--- src/rtl/instr_fetch_buffer.sv ---
// Instruction fetch front end: single-outstanding request/ack fetch engine
// feeding a {pc, instr} FIFO, with redirect flush and in-flight discard.
module instr_fetch_buffer #(
   parameter int unsigned DEPTH    = 4,
   parameter logic [31:0] RESET_PC = 32'h0
) (
   input  logic                     clk_i,
   input  logic                     rst_i,
   input  logic                     start_i,
   input  logic                     redirect_i,
   input  logic [31:0]              redirect_pc_i,
   output logic                     mem_req_o,
   output logic [31:0]              mem_addr_o,
   input  logic                     mem_ack_i,
   input  logic [31:0]              mem_data_i,
   output logic                     instr_valid_o,
   output logic [31:0]              instr_o,
   output logic [31:0]              pc_o,
   output logic [31:0]              advance_pc_o,
   input  logic                     instr_ready_i,
   output logic [$clog2(DEPTH):0]   count_o
);

   localparam int unsigned AW = $clog2(DEPTH);
   localparam logic [AW:0] FULL = {1'b1, {AW{1'b0}}};

   typedef enum logic [1:0] {
      S_IDLE  = 2'd0,
      S_REQ   = 2'd1,
      S_DRAIN = 2'd2
   } state_t;

   state_t          state;
   logic [31:0]     fetch_pc;
   logic [AW-1:0]   rd_ptr;
   logic [AW-1:0]   wr_ptr;
   logic [31:0]     pc_mem    [DEPTH];
   logic [31:0]     instr_mem [DEPTH];

   logic            flush;
   logic            push;
   logic            pop;
   logic            room;
   logic [AW:0]     count_after_pop;
   logic [AW:0]     count_next;
   logic [AW-1:0]   rd_ptr_next;
   logic [AW-1:0]   wr_ptr_next;
   logic [31:0]     head_pc_next;
   logic [31:0]     head_instr_next;

   assign flush           = redirect_i;
   assign push            = (state == S_REQ) && mem_ack_i && !redirect_i;
   assign pop             = instr_ready_i && instr_valid_o && !flush;
   assign count_after_pop = count_o - (AW+1)'(pop);
   assign count_next      = flush ? '0 : count_after_pop + (AW+1)'(push);
   assign room            = start_i && (count_next < FULL);
   assign rd_ptr_next     = flush ? '0 : rd_ptr + AW'(pop);
   assign wr_ptr_next     = flush ? '0 : wr_ptr + AW'(push);
   assign advance_pc_o    = pc_o + 32'd4;

   // Head is registered: a push into an (after-pop) empty FIFO bypasses storage.
   always_comb begin
      head_pc_next    = pc_o;
      head_instr_next = instr_o;
      if (!flush) begin
         if (push && (count_after_pop == '0)) begin
            head_pc_next    = mem_addr_o;
            head_instr_next = mem_data_i;
         end else begin
            head_pc_next    = pc_mem[rd_ptr_next];
            head_instr_next = instr_mem[rd_ptr_next];
         end
      end
   end

   always_ff @(posedge clk_i) begin
      if (push) begin
         pc_mem[wr_ptr]    <= mem_addr_o;
         instr_mem[wr_ptr] <= mem_data_i;
      end
   end

   always_ff @(posedge clk_i or negedge rst_i) begin
      if (!rst_i) begin
         state         <= S_IDLE;
         fetch_pc      <= RESET_PC;
         mem_req_o     <= 1'b0;
         mem_addr_o    <= RESET_PC;
         rd_ptr        <= '0;
         wr_ptr        <= '0;
         count_o       <= '0;
         instr_valid_o <= 1'b0;
         pc_o          <= '0;
         instr_o       <= '0;
      end else begin
         rd_ptr        <= rd_ptr_next;
         wr_ptr        <= wr_ptr_next;
         count_o       <= count_next;
         instr_valid_o <= (count_next != '0);
         pc_o          <= head_pc_next;
         instr_o       <= head_instr_next;
         unique case (state)
            S_IDLE: begin
               if (redirect_i) begin
                  fetch_pc <= redirect_pc_i;
               end else if (room) begin
                  state      <= S_REQ;
                  mem_req_o  <= 1'b1;
                  mem_addr_o <= fetch_pc;
               end
            end
            S_REQ: begin
               if (mem_ack_i) begin
                  if (redirect_i) begin
                     fetch_pc  <= redirect_pc_i;
                     state     <= S_IDLE;
                     mem_req_o <= 1'b0;
                  end else begin
                     fetch_pc <= mem_addr_o + 32'd4;
                     if (room) begin
                        mem_addr_o <= mem_addr_o + 32'd4;
                     end else begin
                        state     <= S_IDLE;
                        mem_req_o <= 1'b0;
                     end
                  end
               end else if (redirect_i) begin
                  fetch_pc <= redirect_pc_i;
                  state    <= S_DRAIN;
               end
            end
            S_DRAIN: begin
               if (redirect_i) begin
                  fetch_pc <= redirect_pc_i;
               end
               if (mem_ack_i) begin
                  state     <= S_IDLE;
                  mem_req_o <= 1'b0;
               end
            end
            default: begin
               state     <= S_IDLE;
               mem_req_o <= 1'b0;
            end
         endcase
      end
   end

   push_when_full: assert property (@(posedge clk_i) disable iff (!rst_i)
      !(push && (count_o == FULL)));

endmodule

--- config.mk ---
export PLATFORM = sky130hd
export DESIGN_NAME = instr_fetch_buffer
export DESIGN_NICKNAME = d
export VERILOG_FILES = /design/src/rtl/instr_fetch_buffer.sv
export SDC_FILE = /design/constraint.sdc
export NUM_CORES = 1
export LEC_CHECK = 0
export CAP_MARGIN = 20
export CORE_MARGIN = 2
export CORE_UTILIZATION = 40
export CTS_BUF_LIST = sky130_fd_sc_hd__clkbuf_4
export CTS_CLUSTER_DIAMETER = 80
export CTS_CLUSTER_SIZE = 40
export DETAILED_ROUTE_END_ITERATION = 8
export GPL_ROUTABILITY_DRIVEN = 0
export GPL_TIMING_DRIVEN = 0
export SYNTH_ARGS = -nofsm -noshare
export SYNTH_HDL_FRONTEND = slang
export SYNTH_SLANG_ARGS = --single-unit
--- constraint.sdc ---
create_clock -name clk_i -period 8.7 [get_ports clk_i]
set_input_delay 1.74 -clock clk_i [delete_from_list [all_inputs] [get_ports clk_i]]
set_output_delay 1.74 -clock clk_i [all_outputs]
set_load 0.005 [all_outputs]
# Yosys cells after proc, flatten, opt, wreduce, memory -nomap -nowiden
# Memories as Yosys holds them, arrays and structs flattened.
# Index checks and enable logic that the tools add are counted.
# totals
mem_count	2
input_bits	70
latchBits	0
ramBits	256
romBits	0
reg_bits	139
elab_cells	77
out_inout_bits	133
# classes
magnitude_cmp	1
div_mod_pow	0
n_mul	0
n_eq_ne	10
add_sub_neg	6
n_reduce_logical	16
n_shift	0
bitwise	0
muxes	32
# mem_list
name	words	word_bits	rd	rd_ports_with_merged_regs	wr	line_no	source
instr_mem	4	32	1	0	1	38	logic [31:0] instr_mem [DEPTH];
pc_mem	4	32	1	0	1	37	logic [31:0] pc_mem [DEPTH];
# op_table
op	n
32-bit 2-to-1 mux	10
32-bit case mux with 2 select lines	2
32-bit by 3-bit adder with 32-bit output, second input constant	2
2-bit 2-to-1 mux	9
2-bit != test, second input constant	6
5-bit AND reduction	2
1-bit 2-to-1 mux	8
1-bit logical AND	6
3-bit != test, second input constant	2
2-bit case mux with 3 select lines	1
6-bit AND reduction	1
2-bit by 1-bit adder with 2-bit output	2
2-bit nonzero test	2
3-bit by 1-bit adder with 3-bit output	1
3-bit logical NOT	1
3-bit less-than comparator, second input constant	1
3-bit 2-to-1 mux	1
1-bit case mux with 3 select lines	1
3-bit nonzero test	1
3-bit by 1-bit subtractor with 3-bit output	1
2-bit by 1-bit equality test with 1-bit output, second input constant	1
2-bit equality test, second input constant	1
2-bit logical NOT	1
2-bit OR reduction	1
1-bit logical NOT	1

# Depth between registers and ports, before layout
# depth
word_depth	11
depth_mapped	15

# Worst setup path before layout
# Ideal clock, no wire load.
# synth_path
path_type	input-to-reg
start	in redirect_i
end	mem instr_mem[1][0] (enable)
setup_ps	578
t_required_ps	8122
arrival_ps	6994
slack_ps	1128
n_path_buf	2
path_stages	4
cell_sequence	nand4bb_1 > buf_2 > clkbuf_1 > nor3b_1
# synth_between
elab_chain_cells	4
# synth_lines
element	line_no	source
start: declaration	10	input logic redirect_i,
1-bit logical NOT	n/a	
1-bit logical AND	52	assign push = (state == S_REQ) && mem_ack_i && !redirect_i;
1-bit 2-to-1 mux	77	if (push) begin
1-bit 2-to-1 mux (not written as such)	79	instr_mem[wr_ptr] <= mem_data_i;
end: declaration	38	
# Every way passes these cells.

# Worst setup path in the final report
# layout_path
start	in redirect_i
end	reg mem_addr_o[28]
# layout_between
elab_chain_cells	9
word_cells_on_any_way	13
cone_classes	add/sub: 2; order compare: 1; eq/ne: 4; mux: 1; reduce/logical: 5
# layout_lines
element	line_no	source
1-bit logical NOT	n/a	
1-bit logical AND	53	assign pop = instr_ready_i && instr_valid_o && !flush;
3-bit by 1-bit subtractor with 3-bit output	54	assign count_after_pop = count_o - (AW+1)'(pop);
3-bit by 1-bit adder with 3-bit output	55	assign count_next = flush ? '0 : count_after_pop + (AW+1)'(push);
3-bit 2-to-1 mux	55	
3-bit less-than comparator	56	assign room = start_i && (count_next < FULL);
1-bit logical AND	56	
2-bit != test (no line)	n/a	
6-bit AND reduction (no line) (*)	n/a	
end signal: assignment	109	mem_addr_o <= fetch_pc;
end signal: assignment	121	mem_addr_o <= mem_addr_o + 32'd4;
end: declaration	13	output logic [31:0] mem_addr_o,
# Mark *: on every way between the ends. The rest lies on a longest branch, timed or not.
# A chain may end at the register's enable or synchronous reset.

==> summary.md <==
| Metric | Value |
|---|---|
| Outcome | `finished, final reports clean` |
| Pin count of the biggest net entering global routing | `100` |
| CP max FO | `10` |
| GRT Total Usage | `0.208` |
| Avg Cell Area, Syn | `14.0 um^2` |
| Synth Cell Area | `16900 um^2` |
| Global route overflow | `0` |
| I/O Pins | `203` |
| Crit Path Class | `input pin to flip-flop` |
| Row count | `75` |
| Yosys cell types | `55` |
| Fmax | `150 MHz` |
| CTS Sinks | `395` |
| Filler cells | `3686` |
| Final Slew Violations | `0` |
| Syn Inst Count | `1209` |
| Clock-pin slew on the worst setup and hold paths | `0.31 ns` |
| Via/cell ratio | `5.52` |
| Core Box Area | `41900 um^2` |
| Worst slew pin tran | `0.923 ns` |
| FFs w/ async S/R, synth | `0.352` |
| Sequential fraction of design power | `0.577` |
| Layout cell share with drive strength beyond 1 | `0.111` |
| First-pass GRT wire length | `69300 um` |
| Drt first pass iters | `5` |
| Hold worst-path end | `mem_addr_o[1]$_DFFE_PN0P_` |
| CP Capture Type | `flip-flop` |
| RSZ-0062 raised after global routing | `false` |
| Power per cell area | `210 nW/um^2` |
| Clk_lat worst skew | `0.79 ns` |
| Root buffer selected by CTS | `clkbuf_4` |
| DP HPWL | `32900 um` |
| Hold depth | `2` |
| Top FF cell, synth | `edfxtp_1` |
| Worst reg2reg path depth | `12` |
| Reg-to-reg critical path endpoint | `mem_addr_o[28]$_DFFE_PN0P_` |
| Worst min path class | `flip-flop to flip-flop` |
| RR Startpoint | `instr_valid_o$_DFF_PN0_` |
| Seq cells post-synth | `395` |
| Cts bufs inserted | `18` |
| Sw frac | `0.313` |
| Post-layout min period | `6.67 ns` |
| WL/cell | `22.8 um` |
| Internal power | `2.93 mW` |
| IO Port Bufs | `202` |
| Final net count | `1531` |
| CTS tree | `yes` |
| CTS Buffer Depth | `3` |
| 1st-iter DRT viols | `881` |
| Initial Util | `0.404` |
| Post-CTS Setup Bufs | `0` |
| Clk network pwr share | `0.191` |
| LEAKAGE | `7.23 nW` |
| Vias in the first global route | `11000` |
| HP Start | `fetch_pc[1]$_DFFE_PN0P_` |
| Routed via count | `11100` |
| Rel. slew slack | `0.382` |
| Hold-fix buffers, CTS | `0` |
| Synth Warn # | `0` |
| Area growth, synth to finish | `20.0%` |
| Fin crit share | `0.767` |
| Die area | `43900 um^2` |
| Final Setup Violations | `0` |
| Die Ht | `210 um` |
| Fin util | `0.485` |
| Post-synth EDFFs | `256` |
| Worst Path Required | `9.33 ns` |
| Die Width | `210 um` |
| Setup TNS Final | `0 ns` |
| Psw | `1.33 mW` |
| Clk_skew | `0.0528 ns` |
| Final Hold Viols | `0` |
| Post-CTS sizing | `0` |
| Worst Path Arrival | `7.30 ns` |
| DRC | `0` |
| Initial antenna violation count | `1` |
| DRT antenna net count | `0` |
| Maxcap violations | `0` |
| Syn Nets | `1287` |
| CP startpoint kind | `input pin` |
| VDD IR-drop max | `0.000101 V` |
| Drt total wl | `45600 um` |
| Setup slack, reg-to-reg | `5.19 ns` |
| Max H-tree Level | `1` |
| Combinational Power Share | `0.232` |
| Register area share after synthesis | `0.661` |
metrics by stage:
stage               worst slack (ns)  power, mW  cells  hold slack (ns)  cell area [um^2]
floorplan                       1.13       2.89   1209            0.462             16900
finish                          2.03       4.26   2005            0.545             20300
CTS                             2.09       4.31   2004            0.549             20300
detailed placement              1.22       3.49   1972            0.491             19900
global route                    1.78       4.47   2005            0.577             20300
global placement               -3.92       3.47   1950            0.486             19600
logic make-up after synthesis:
group | Yosys count | synth area share
XOR/XNOR | 60 | 0.0319
AO/OA/AOI/OAI | 217 | 0.0859
AND/OR/NAND/NOR | 361 | 0.103
multiplexers | 68 | 0.0877
buffers and inverters | 100 | 0.0247
flip-flops | 395 | 0.661
adder cells (fa/ha/maj) | 8 | 0.00592
layer usage:
metal	GRT usage	routed length (um)	vias to the layer above	part of all wire
li1	-	-	5056	-
met1	0.297	20200	5605	0.44
met2	0.350	22200	360	0.49
met3	0.0232	2490	42	0.055
met4	0.0369	802	0	0.018
met5	0	0	-	0
power groups by stage:
stage	Combinational [mW]	Sequential, mW	Clock [mW]
4_1_cts	0.997	2.46	0.849
2_1_floorplan	0.474	2.42	0
5_1_grt	1.08	2.49	0.905
3_5_place_dp	0.994	2.50	0
6_report	0.988	2.46	0.816
3_3_place_gp	0.982	2.49	0
layout make-up:
class / instances / area (um^2) / share of cell area
antenna: 1 / 2.50 / 0.000123
clock inverter: 13 / 221 / 0.0109
buffer: 84 / 357 / 0.0176
timing repair buffer: 224 / 2320 / 0.114
clock buffer: 19 / 143 / 0.00703
tap: 539 / 674 / 0.0332
sequential: 395 / 11200 / 0.550
inverter: 16 / 60.1 / 0.00296
multi-input combinational: 714 / 5340 / 0.263
state kept, by name, indices dropped and copies added, names as in the netlist:
name,cells
count_o,3
instr_mem,128
pc_mem,128
pc_o,32
mem_req_o,1
instr_valid_o,1
instr_o,32
rd_ptr,2
fetch_pc,32
state,2
mem_addr_o,32
wr_ptr,2
placed cells by master (no fill, tap or decap), types with 18 or more instances in the layout:
cell / netlist / layout
o22ai_1: 28 / 28
xnor2_1: 41 / 41
mux4_2: 64 / 64
edfxtp_1: 256 / 256
o21ai_0: 33 / 33
dfrtp_1: 139 / 139
nor2_1: 43 / 42
nand3_1: 31 / 31
xor2_1: 18 / 18
a22oi_1: 80 / 80
clkbuf_1: 51 / 51
clkbuf_4: 0 / 19
buf_2: 21 / 23
nand2_1: 179 / 179
clkdlybuf4s50_1: 0 / 201
a21oi_1: 36 / 36
worst max-delay path by stage:
stage | startpoint | end | slack (ns) | depth (start not counted)
6_report | redirect_i | mem_addr_o[28]$_DFFE_PN0P_ | 2.03 | 15
5_1_grt | redirect_i | mem_addr_o[28]$_DFFE_PN0P_ | 1.78 | 15
4_1_cts | redirect_i | mem_addr_o[28]$_DFFE_PN0P_ | 2.09 | 15
3_5_place_dp | redirect_i | mem_addr_o[28]$_DFFE_PN0P_ | 1.22 | 15
3_3_place_gp | redirect_i | instr_mem[1][13]$_DFFE_PP_ | -3.92 | 5
2_1_floorplan | redirect_i | instr_mem[1][0]$_DFFE_PP_ | 1.13 | 4
synthesized netlist by cell type (all sizes together) (3+ instances only):
library cell	instances	area share
a2bb2oi	3	0.0016
nor2	43	0.0096
clkbuf	51	0.011
dfrtp	139	0.21
nor4	9	0.0053
and2	8	0.0030
o221a	3	0.0020
inv	16	0.0036
a21oi	36	0.011
edfxtp	256	0.45
o22a	4	0.0021
and4	9	0.0047
buf	33	0.0098
a221oi	3	0.0016
nor2b	5	0.0019
a211oi	4	0.0018
nand2	179	0.040
ha	8	0.0059
xor2	18	0.0093
a22oi	80	0.036
o211ai	3	0.0013
o21a	3	0.0013
mux4	64	0.085
nor3	15	0.0050
a21o	3	0.0013
o21ai	35	0.010
nand2b	15	0.0056
or3	6	0.0022
nand4	17	0.0067
mux2i	3	0.0018
xnor2	41	0.021
and3	17	0.0063
nand3	31	0.0092
a311oi	5	0.0026
o22ai	28	0.010
worst max-delay path: stages:
cell and delay [ns]:
clkdlybuf4s50_1 0.74, clkbuf_1 0.50, clkbuf_1 0.71, clkbuf_1 0.70, nor2_1 0.31, ha_1 0.28
ha_1 0.27, inv_1 0.08, ha_1 0.16, xnor3_1 0.35, and4_1 0.25, nand2b_1 0.09
clkbuf_1 0.58, o22ai_1 0.18, nor3_1 0.35
Power figures use the tool's default switching activity.
